### src/rtl/edge_counter_if.sv
// Bundle between the RX FSM and the oversampling edge counter.
// The FSM drives enable/prescale; the counter returns its bit and edge indices.
interface edge_counter_if #(
  parameter int PWIDTH = 6
);
  logic              enable;
  logic [PWIDTH-1:0] prescale;
  logic [PWIDTH-2:0] bit_counter;
  logic [PWIDTH-1:0] edge_counter;

  modport master (
    output enable,
    output prescale,
    input  bit_counter,
    input  edge_counter
  );

  modport slave (
    input  enable,
    input  prescale,
    output bit_counter,
    output edge_counter
  );
endinterface

### src/rtl/edge_counter.sv
// Oversampling tick counter for the UART receiver: counts sampling edges
// within one bit period of `prescale` edges and counts completed bit periods.
module edge_counter #(
  parameter int PWIDTH = 6
) (
  input  logic           clk_i,
  input  logic           rst_ni,
  edge_counter_if.slave  bus
);

  logic [PWIDTH-1:0] edgeCnt_q, edgeCnt_d;
  logic [PWIDTH-2:0] bitCnt_q, bitCnt_d;
  logic              terminalEdge;

  // edge+1 >= prescale at PWIDTH+1 bits: same as edge >= prescale-1, but a
  // prescale of 0 or 1 makes every enabled cycle terminal instead of underflowing.
  assign terminalEdge = ({1'b0, edgeCnt_q} + {{PWIDTH{1'b0}}, 1'b1}) >= {1'b0, bus.prescale};

  always_comb begin
    edgeCnt_d = edgeCnt_q;
    bitCnt_d  = bitCnt_q;
    if (!bus.enable) begin
      edgeCnt_d = '0;
      bitCnt_d  = '0;
    end else if (terminalEdge) begin
      edgeCnt_d = '0;
      bitCnt_d  = bitCnt_q + 1'b1;
    end else begin
      edgeCnt_d = edgeCnt_q + 1'b1;
    end
  end

  always_ff @(posedge clk_i or negedge rst_ni) begin
    if (!rst_ni) begin
      edgeCnt_q <= '0;
      bitCnt_q  <= '0;
    end else begin
      edgeCnt_q <= edgeCnt_d;
      bitCnt_q  <= bitCnt_d;
    end
  end

  assign bus.edge_counter = edgeCnt_q;
  assign bus.bit_counter  = bitCnt_q;

endmodule

### src/flat_wrapper.sv
// flat-port wrapper written by rule: the top's interface ports become plain ports
module edge_counter_flat 
#(
  parameter int PWIDTH = 6
)
  (clk_i, rst_ni, bus_enable, bus_prescale, bus_bit_counter, bus_edge_counter);
  edge_counter_if #(.PWIDTH(PWIDTH)) bus_i ();
  input  logic clk_i;
  input  logic rst_ni;
  input wire logic [$bits(bus_i.enable)-1:0] bus_enable;
  input wire logic [$bits(bus_i.prescale)-1:0] bus_prescale;
  output wire logic [$bits(bus_i.bit_counter)-1:0] bus_bit_counter;
  output wire logic [$bits(bus_i.edge_counter)-1:0] bus_edge_counter;
  assign bus_i.enable = bus_enable;
  assign bus_i.prescale = bus_prescale;
  assign bus_bit_counter = bus_i.bit_counter;
  assign bus_edge_counter = bus_i.edge_counter;
  edge_counter #(.PWIDTH(PWIDTH)) u_core (.clk_i(clk_i), .rst_ni(rst_ni), .bus(bus_i));
endmodule
### config.mk
export PLATFORM = sky130hd
export DESIGN_NAME = edge_counter_flat
export DESIGN_NICKNAME = d
export VERILOG_FILES = /design/src/rtl/edge_counter_if.sv /design/src/rtl/edge_counter.sv /design/src/flat_wrapper.sv
export SDC_FILE = /design/constraint.sdc
export NUM_CORES = 1
export LEC_CHECK = 0
export ABC_CLOCK_PERIOD_IN_PS = 2800
export CAP_MARGIN = 30
export CORE_MARGIN = 2
export CORE_UTILIZATION = 45
export DETAILED_ROUTE_END_ITERATION = 7
export GPL_ROUTABILITY_DRIVEN = 0
export MAX_ROUTING_LAYER = met4
export PLACE_DENSITY = 0.8
export SLEW_MARGIN = 15
export SYNTH_ARGS = -nofsm -noshare
export SYNTH_HDL_FRONTEND = slang
export SYNTH_SLANG_ARGS = --single-unit
### constraint.sdc
create_clock -name clk_i -period 2.8 [get_ports clk_i]
set_input_delay 0.42 -clock clk_i [delete_from_list [all_inputs] [get_ports clk_i]]
set_output_delay 0.42 -clock clk_i [all_outputs]
set_load 0.02 [all_outputs]
==> Word-level counts from Yosys, hierarchy flattened <==
Index checks and enable logic that the tools add are counted.
{ "op_classes": {"n_addsub": 3, "mul": 0, "div_mod_pow": 0, "n_lt_le_gt_ge": 1, "n_eq_ne": 1, "shift": 0, "muxes": 4, "bitwise_logic": 0, "reduce_logical": 0} }
{ "ops": {"columns": ["op", "count"], "rows": [
  ["6-bit two-way mux", 2],
  ["5-bit two-way mux", 2],
  ["6-bit by 1-bit adder with 7-bit output, second input constant", 1],
  ["7-bit by 6-bit >= comparator with 1-bit output", 1],
  ["6-bit by 1-bit adder with 6-bit output, second input constant", 1],
  ["5-bit by 1-bit adder with 5-bit output, second input constant", 1],
  ["2-bit by 1-bit inequality test with 1-bit output, second input constant", 1]
]} }
{ "word_totals": {"ff_bits": 11, "latchBits": 0, "mem_bits_rw": 0, "rom_bits": 0, "inputBits": 9, "out_inout_bits": 11, "elab_cells": 11, "mem_count": 0} }

==> Longest topological paths before layout <==
Gate-level depths: netlist of the first run.
{ "depth": {"ltp_word": 4, "mapped_depth": 10} }

==> Worst setup path before layout of the first run <==
OpenSTA, ideal clock, no wires.
{ "synth_path": {"path_type": "register to register", "startpoint": "register u_core.edgeCnt_q[0] (netlist: u_core.bus.edge_counter[0])", "endpoint": "register u_core.bitCnt_q[0] (netlist: u_core.bus.bit_counter[0])", "setup_ns": 0.119, "arrival_time_ns": 2.156, "t_required_ns": 2.681, "slack_ns": 0.525, "stages_incl_launch_ff": 11, "cell_sequence": "dfrtp_1 > ha_1 > nand3_2 > xnor2_1 > ha_1 > a21oi_2 > o221ai_2 > a41oi_2 > buf_4 > xnor2_1 > and2_1"} }
{ "synth_via": {"elab_chain_cells": 3} }
{ "synth_lines": {"columns": ["element", "line", "source"], "rows": [
  ["from (decl)", "edge_counter.sv:11", "logic [PWIDTH-1:0] edgeCnt_q, edgeCnt_d;"],
  ["from (signal assigned)", "edge_counter.sv:38", "edgeCnt_q <= edgeCnt_d;"],
  ["6-bit by 1-bit adder with 7-bit output", "edge_counter.sv:17", "assign terminalEdge = ({1'b0, edgeCnt_q} + {{PWIDTH{1'b0}}, 1'b1}) >= {1'b0, bus.prescale};"],
  ["7-bit by 6-bit >= comparator with 1-bit output", "edge_counter.sv:17", null],
  ["2-bit by 1-bit inequality test with 1-bit output (no source line)", null, null],
  ["to (signal assigned)", "edge_counter.sv:39", "bitCnt_q <= bitCnt_d;"],
  ["to (decl)", "edge_counter.sv:12", "logic [PWIDTH-2:0] bitCnt_q, bitCnt_d;"]
]} }
Every way passes these cells.
A chain may end at the register's enable or synchronous reset.

==> Worst setup path in the final report of the first run <==
{ "layout_path": {"startpoint": "register u_core.edgeCnt_q[0] (netlist: u_core.bus.edge_counter[0])", "endpoint": "register u_core.bitCnt_q[1] (netlist: u_core.bus.bit_counter[1])"} }
Same word-level chain as after synthesis.

==> impl_metrics.yaml, run 1 <==
status:
  status: "finished clean"
timing:
  period_share_pct: 87.89
  fin_skew_ps: 1.086
  tightest_slew_ps: 544.6
  fmax_mhz: 406.4
  fin_crit_ps: 2461
  setup_slack_ps: 339.1
  hold_violations: 0
  hold_ws_ps: 485.2
  slew_headroom_pct: 63.69
  grt_setup_unrepaired: "false"
  setup_violations: 0
  maxSlewViolCount: 0
  fin_setup_tns_ps: 0
grt:
  gr-usage-all-layers_pct: 17.26
  grt_antenna_before_repair: 0
  grt_pass1_wl_um: 2325
  grt_pass1_vias: 554
  grt_max_degree: 15
  grt_overflow: 0
route:
  firstDrtPassIters: 3
  avgViaCountPerCell: 5.442
  wl_met2_um: 645
  met1_length_um: 559
  met3_length_um: 77
  num_vias: 566
  drc: 0
  drtAntennaViolNets: 0
  routedWlPerCell_um: 12.33
  drtIter0Drc: 1
  maxUsedRoutingLayer: "met3"
  wirelength_um: 1282
floorplan:
  die_w_um: 42.93
  core-area_mm2: 0.001454
  die_area_mm2: 0.001843
  die-height_um: 42.93
  ios: 20
  num_rows: 14
  start_util_pct: 46.90
logic_synthesis:
  ys_ff_latch: 11
  synth_top_area_cell: "dfrtp_1"
  ys_types: 23
  netlist_instances: 67
  post-synth-top-count-cell: "dfrtp_1"
  synthXorXnorAreaFrac_pct: 6.422
  ys_top_cells_by_area: "dfrtp_1 40%, ha_1 15%, and3_1 5.5%, xnor2_1 5.1%, inv_1 4.4%"
  yosys_warnings: 0
  yosys.area_share.adder_pct: 14.68
  synthFlopType: "dfrtp_1"
  async_reset_ff_share_pct: 100.0
  synth_compound_area_share_pct: 13.39
  synth_edf_count: 0
  synth_top_family_by_area: "simple AND/OR/NAND/NOR gates"
  syn_nets: 84
  netlist_area_um2: 681.9
  synth_top_area_share_pct: 40.37
  synth-simple-area-share_pct: 17.61
  synth_mux_area_share_pct: 1.468
  syn_area_per_cell_um2: 10.18
  ys_seq_area_share_pct: 40.37
  yosys-top-cells-count: "11 x dfrtp_1, 8 x ha_1, 8 x inv_1"
worst_setup_path:
  startpoint_type: "flop"
  critPathRequiredTime_ps: 2950
  rr_worst_depth: 9
  cp-end-kind: "flop"
  arrival_ps: 2610
  critPathMaxFanout: 14
  worstSetupPathType: "flop to flop"
cells_and_area:
  area_growth_pct: 33.03
  stdcell_count: 104
  layout-drive-gt1-share_pct: 9.091
  num-nets-final: 106
  diodes: 0
clock_tree:
  cts_hold_buffers: 0
  clkTransAtPathRegs_ps: 60
  numClockSinks: 11
  cts_tree: "yes"
  root_buffer: "clkbuf_4"
  ctsResizeCount: 0
  cts_buffers: 3
  cts_setup_buffers: 0
  cts_max_level: 1
  cts_buffer_depth: 2
  worstSkewPairLatency_ps: 260
placement:
  hpwl_um: 1033
  port_buffers: 19
  pre_cts_ws_ps: 329.5
  placed_cells: 100
pwr:
  ir_worst_vdd_v: 0.0002193
  sequentialPowerShare_pct: 49.2
  clkPwrFrac_pct: 29.5
  p_int_mw: 0.2576
  power.switching_mw: 0.09218
  switching_share_pct: 26.35
  p_per_area_mw_per_mm2: 385.6
  power_mw: 0.3498
  comb_power_share_pct: 21.3
  leakage_nw: 0.4402
hold_path:
  min_path_type: "input port to asynchronous set/reset pin"
run:
  maxCapViolations: 0
[state kept, by name, summed over array words and instances (netlist names)]
signal                   flops
u_core.bus.bit_counter       5
u_core.bus.edge_counter      6
[worst paths after layout]
path                                                       from                                    end  slack [ps]
setup / recovery           u_core.bus.edge_counter[0]$_DFF_PN0_  u_core.bus.bit_counter[1]$_DFFE_PN0P_         340
hold / removal                                           rst_ni  u_core.bus.bit_counter[2]$_DFFE_PN0P_         490
setup reg to reg           u_core.bus.edge_counter[0]$_DFF_PN0_  u_core.bus.bit_counter[1]$_DFFE_PN0P_         340
hold reg to reg            u_core.bus.edge_counter[0]$_DFF_PN0_   u_core.bus.edge_counter[0]$_DFF_PN0_         540
max in group asynchronous                                rst_ni   u_core.bus.edge_counter[5]$_DFF_PN0_        1990
min in group clk_i         u_core.bus.edge_counter[0]$_DFF_PN0_   u_core.bus.edge_counter[0]$_DFF_PN0_         540
[layer usage]
| layer | GRT usage (%) | vias to the layer above |
|---|---|---|
| met1 | 20.00 | 277 |
| met2 | 27.58 | 17 |
| met5 | - | - |
| li1 | - | 272 |
| met4 | 9.375 | 0 |
| met3 | 3.830 | 0 |
[power groups by stage]
| stage | Combinational (mW) | Clock [mW] | Sequential (mW) |
|---|---|---|---|
| after floorplan | 0.0359 | 0 | 0.181 |
| after global placement | 0.0727 | 0 | 0.175 |
| after detailed placement | 0.0757 | 0 | 0.175 |
| after CTS | 0.0760 | 0.111 | 0.172 |
| after global routing | 0.0852 | 0.115 | 0.173 |
| final | 0.0745 | 0.103 | 0.172 |
[critical path, stage by stage (launching register included)]
cell	delay, ps
dfrtp_1	440
ha_1	230
nand3_2	110
xnor2_1	210
ha_1	300
a21oi_2	160
o221ai_2	120
a41oi_2	480
mux2i_1	240
nor2b_1	60
[cell usage in the layout, fill, tap and decap left out, types with 4 or more instances in the layout]
cell type	n
and3_1	6
clkdlybuf4s50_1	19
dfrtp_1	11
ha_1	8
inv_1	8
nand3_1	4
xnor2_1	4
[layout make-up]
type | count | area [um^2]
repair buffers | 19 | 190.2
well taps | 16 | 20.02
inverters | 8 | 30.03
flip-flops and latches | 11 | 275.3
clock buffers | 4 | 26.28
multi-input cells | 46 | 365.4
fillers | 130 | 546.8
[kinds of logic after synthesis]
family                     after synthesis
AOI/OAI and AO/OA                       11
xor gates and xnor gates                 5
adders and majority gates                8
buffers and inverters                   10
DFF                                     11
muxes                                    1
and+or+nand+nor                         21
[metrics by stage]
stage | utilization (%) | cell area [um^2]
global route | 62.39 | 907.1
global placement | 60.59 | 880.8
floorplan | - | 681.9
finish | 62.39 | 907.1
CTS | 62.39 | 907.1
detailed placement | 60.59 | 880.8
(Power assumes the default switching activity.)
==> run 2: changes to the inputs <==
--- a/config.mk
+++ b/config.mk
@@ -7,13 +7,12 @@
 export LEC_CHECK = 0
 export ABC_CLOCK_PERIOD_IN_PS = 2800
 export CAP_MARGIN = 30
-export CORE_MARGIN = 2
+export CORE_MARGIN = 10
 export CORE_UTILIZATION = 45
 export DETAILED_ROUTE_END_ITERATION = 7
 export GPL_ROUTABILITY_DRIVEN = 0
 export MAX_ROUTING_LAYER = met4
 export PLACE_DENSITY = 0.8
-export SLEW_MARGIN = 15
 export SYNTH_ARGS = -nofsm -noshare
 export SYNTH_HDL_FRONTEND = slang
 export SYNTH_SLANG_ARGS = --single-unit
==> run 2 against run 1 <==
Sequential share of layout area about the same. Sequential cell count unchanged. Non-clock buffer count unchanged. Critical path type unchanged. Clock power about the same. Critical path depth unchanged. Via count decreased by 1.4%. Routed wire length increased by 11%. Count of clock-buffer cells in the layout unchanged. Global-route usage decreased by 8.1 points.
==> impl_metrics.yaml, run 2 (same netlist as run 1, synthesis figures left out) <==
status:
  status: "finished clean"
floorplan:
  die_w_um: 58.93
  start_util_pct: 49.91
  die-height_um: 58.93
  die_area_mm2: 0.003472
  num_rows: 13
  ios: 20
  core-area_mm2: 0.001366
timing:
  hold_violations: 0
  fin_crit_ps: 2502
  fmax_mhz: 399.7
  maxSlewViolCount: 0
  setup_slack_ps: 298.1
  grt_setup_unrepaired: "false"
  period_share_pct: 89.35
  fin_skew_ps: 5.844
  tightest_slew_ps: 573.5
  fin_setup_tns_ps: 0
  slew_headroom_pct: 61.77
  setup_violations: 0
route:
  routedWlPerCell_um: 13.86
  wirelength_um: 1428
  wl_met2_um: 661
  met1_length_um: 632
  drc: 0
  avgViaCountPerCell: 5.417
  met3_length_um: 110
  drtIter0Drc: 3
  maxUsedRoutingLayer: "met4"
  firstDrtPassIters: 2
  num_vias: 558
  drtAntennaViolNets: 0
cells_and_area:
  layout_commonest_cell: "clkdlybuf4s50_1"
  layout-drive-gt1-share_pct: 9.091
  num-nets-final: 106
  fin_area_um2: 905.9
  multi_input_area_um2: 365.4
  area_growth_pct: 32.84
  stdcell_count: 103
  diodes: 0
  fillers: 127
  regArea_um2: 275.3
  mostFrequentLayoutCells: "19 x clkdlybuf4s50_1, 11 x dfrtp_1, 8 x inv_1, 8 x ha_1, 6 x and3_1"
  largest_reg_flops: 6
worst_setup_path:
  critPathRequiredTime_ps: 2950
  startpoint_type: "flop"
  cp-end-kind: "flop"
  worstSetupPathType: "flop to flop"
  arrival_ps: 2650
  critPathMaxFanout: 14
clock_tree:
  cts_max_level: 1
  ctsResizeCount: 0
  numClockSinks: 11
  cts_buffer_depth: 2
  cts_hold_buffers: 0
  root_buffer: "clkbuf_4"
  worstSkewPairLatency_ps: 260
  clkTransAtPathRegs_ps: 70
  cts_buffers: 3
  cts_tree: "yes"
  cts_setup_buffers: 0
placement:
  port_buffers: 19
  placed_cells: 99
  pre_cts_ws_ps: 264.0
  place_area_um2: 879.6
  hpwl_um: 1164
pwr:
  ir_worst_vdd_v: 0.0003347
  p_per_area_mw_per_mm2: 387.2
  leakage_nw: 0.4402
  power_mw: 0.3507
run:
  maxCapViolations: 0
grt:
  gr-usage-all-layers_pct: 9.168
  grt_pass1_vias: 569
  grt_overflow: 0
  grt_antenna_before_repair: 0
  grt_max_degree: 15
  grt_pass1_wl_um: 2463
hold_path:
  min_path_type: "input port to asynchronous set/reset pin"
## run 2: cell counts in the layout (fill, tap and decap cells not counted)
No cell type changed its count.
## run 2: per-stage QoR
step                      hold WS [ps]  utilization, %
after CTS                        493.0           66.30
after detailed placement         529.3           64.38
final                            478.4           66.30
after global placement           508.3           64.38
after floorplan                  124.4               -
after global routing             503.0           66.30
## run 2: final cells by class
cell class	count	share of cell area [%]
well taps	15	2.072
clock buffers	4	2.901
flip-flops and latches	11	30.39
repair buffers	19	20.99
inverters	8	3.315
multi-input cells	46	40.33
## run 2: report_power, final
part	internal [mW]	total, mW	switching [mW]
sequential	0.165	0.172	0.00763
combinational	0.0384	0.0761	0.0376
clock	0.0550	0.102	0.0475
total	0.258	0.351	0.0927
## run 2: path summary, 6_finish.rpt
check                                                           from                                    end  slack [ps]  cells after the start
min in group clk_i              u_core.bus.edge_counter[0]$_DFF_PN0_   u_core.bus.edge_counter[0]$_DFF_PN0_         530                      1
worst min register to register  u_core.bus.edge_counter[0]$_DFF_PN0_   u_core.bus.edge_counter[0]$_DFF_PN0_         530                      1
worst max register to register  u_core.bus.edge_counter[0]$_DFF_PN0_  u_core.bus.bit_counter[1]$_DFFE_PN0P_         300                      9
worst max-delay path            u_core.bus.edge_counter[0]$_DFF_PN0_  u_core.bus.bit_counter[1]$_DFFE_PN0P_         300                      9
worst min-delay path                                          rst_ni  u_core.bus.bit_counter[3]$_DFFE_PN0P_         480                      1
max in group asynchronous                                     rst_ni   u_core.bus.edge_counter[3]$_DFF_PN0_        2000                      1
## run 2: worst max-delay path, cell delays in order, from the launching register on
cell	delay, ps
dfrtp_1	430
ha_1	230
nand3_2	110
xnor2_1	230
ha_1	310
a21oi_2	170
o221ai_2	110
a41oi_2	490
mux2i_1	240
nor2b_1	60
## run 2: routing by layer
metal,up-vias,global-route usage (%)
met5,-,-
met4,0,4.918
met3,4,3.219
met2,16,13.96
met1,266,10.25
li1,272,-
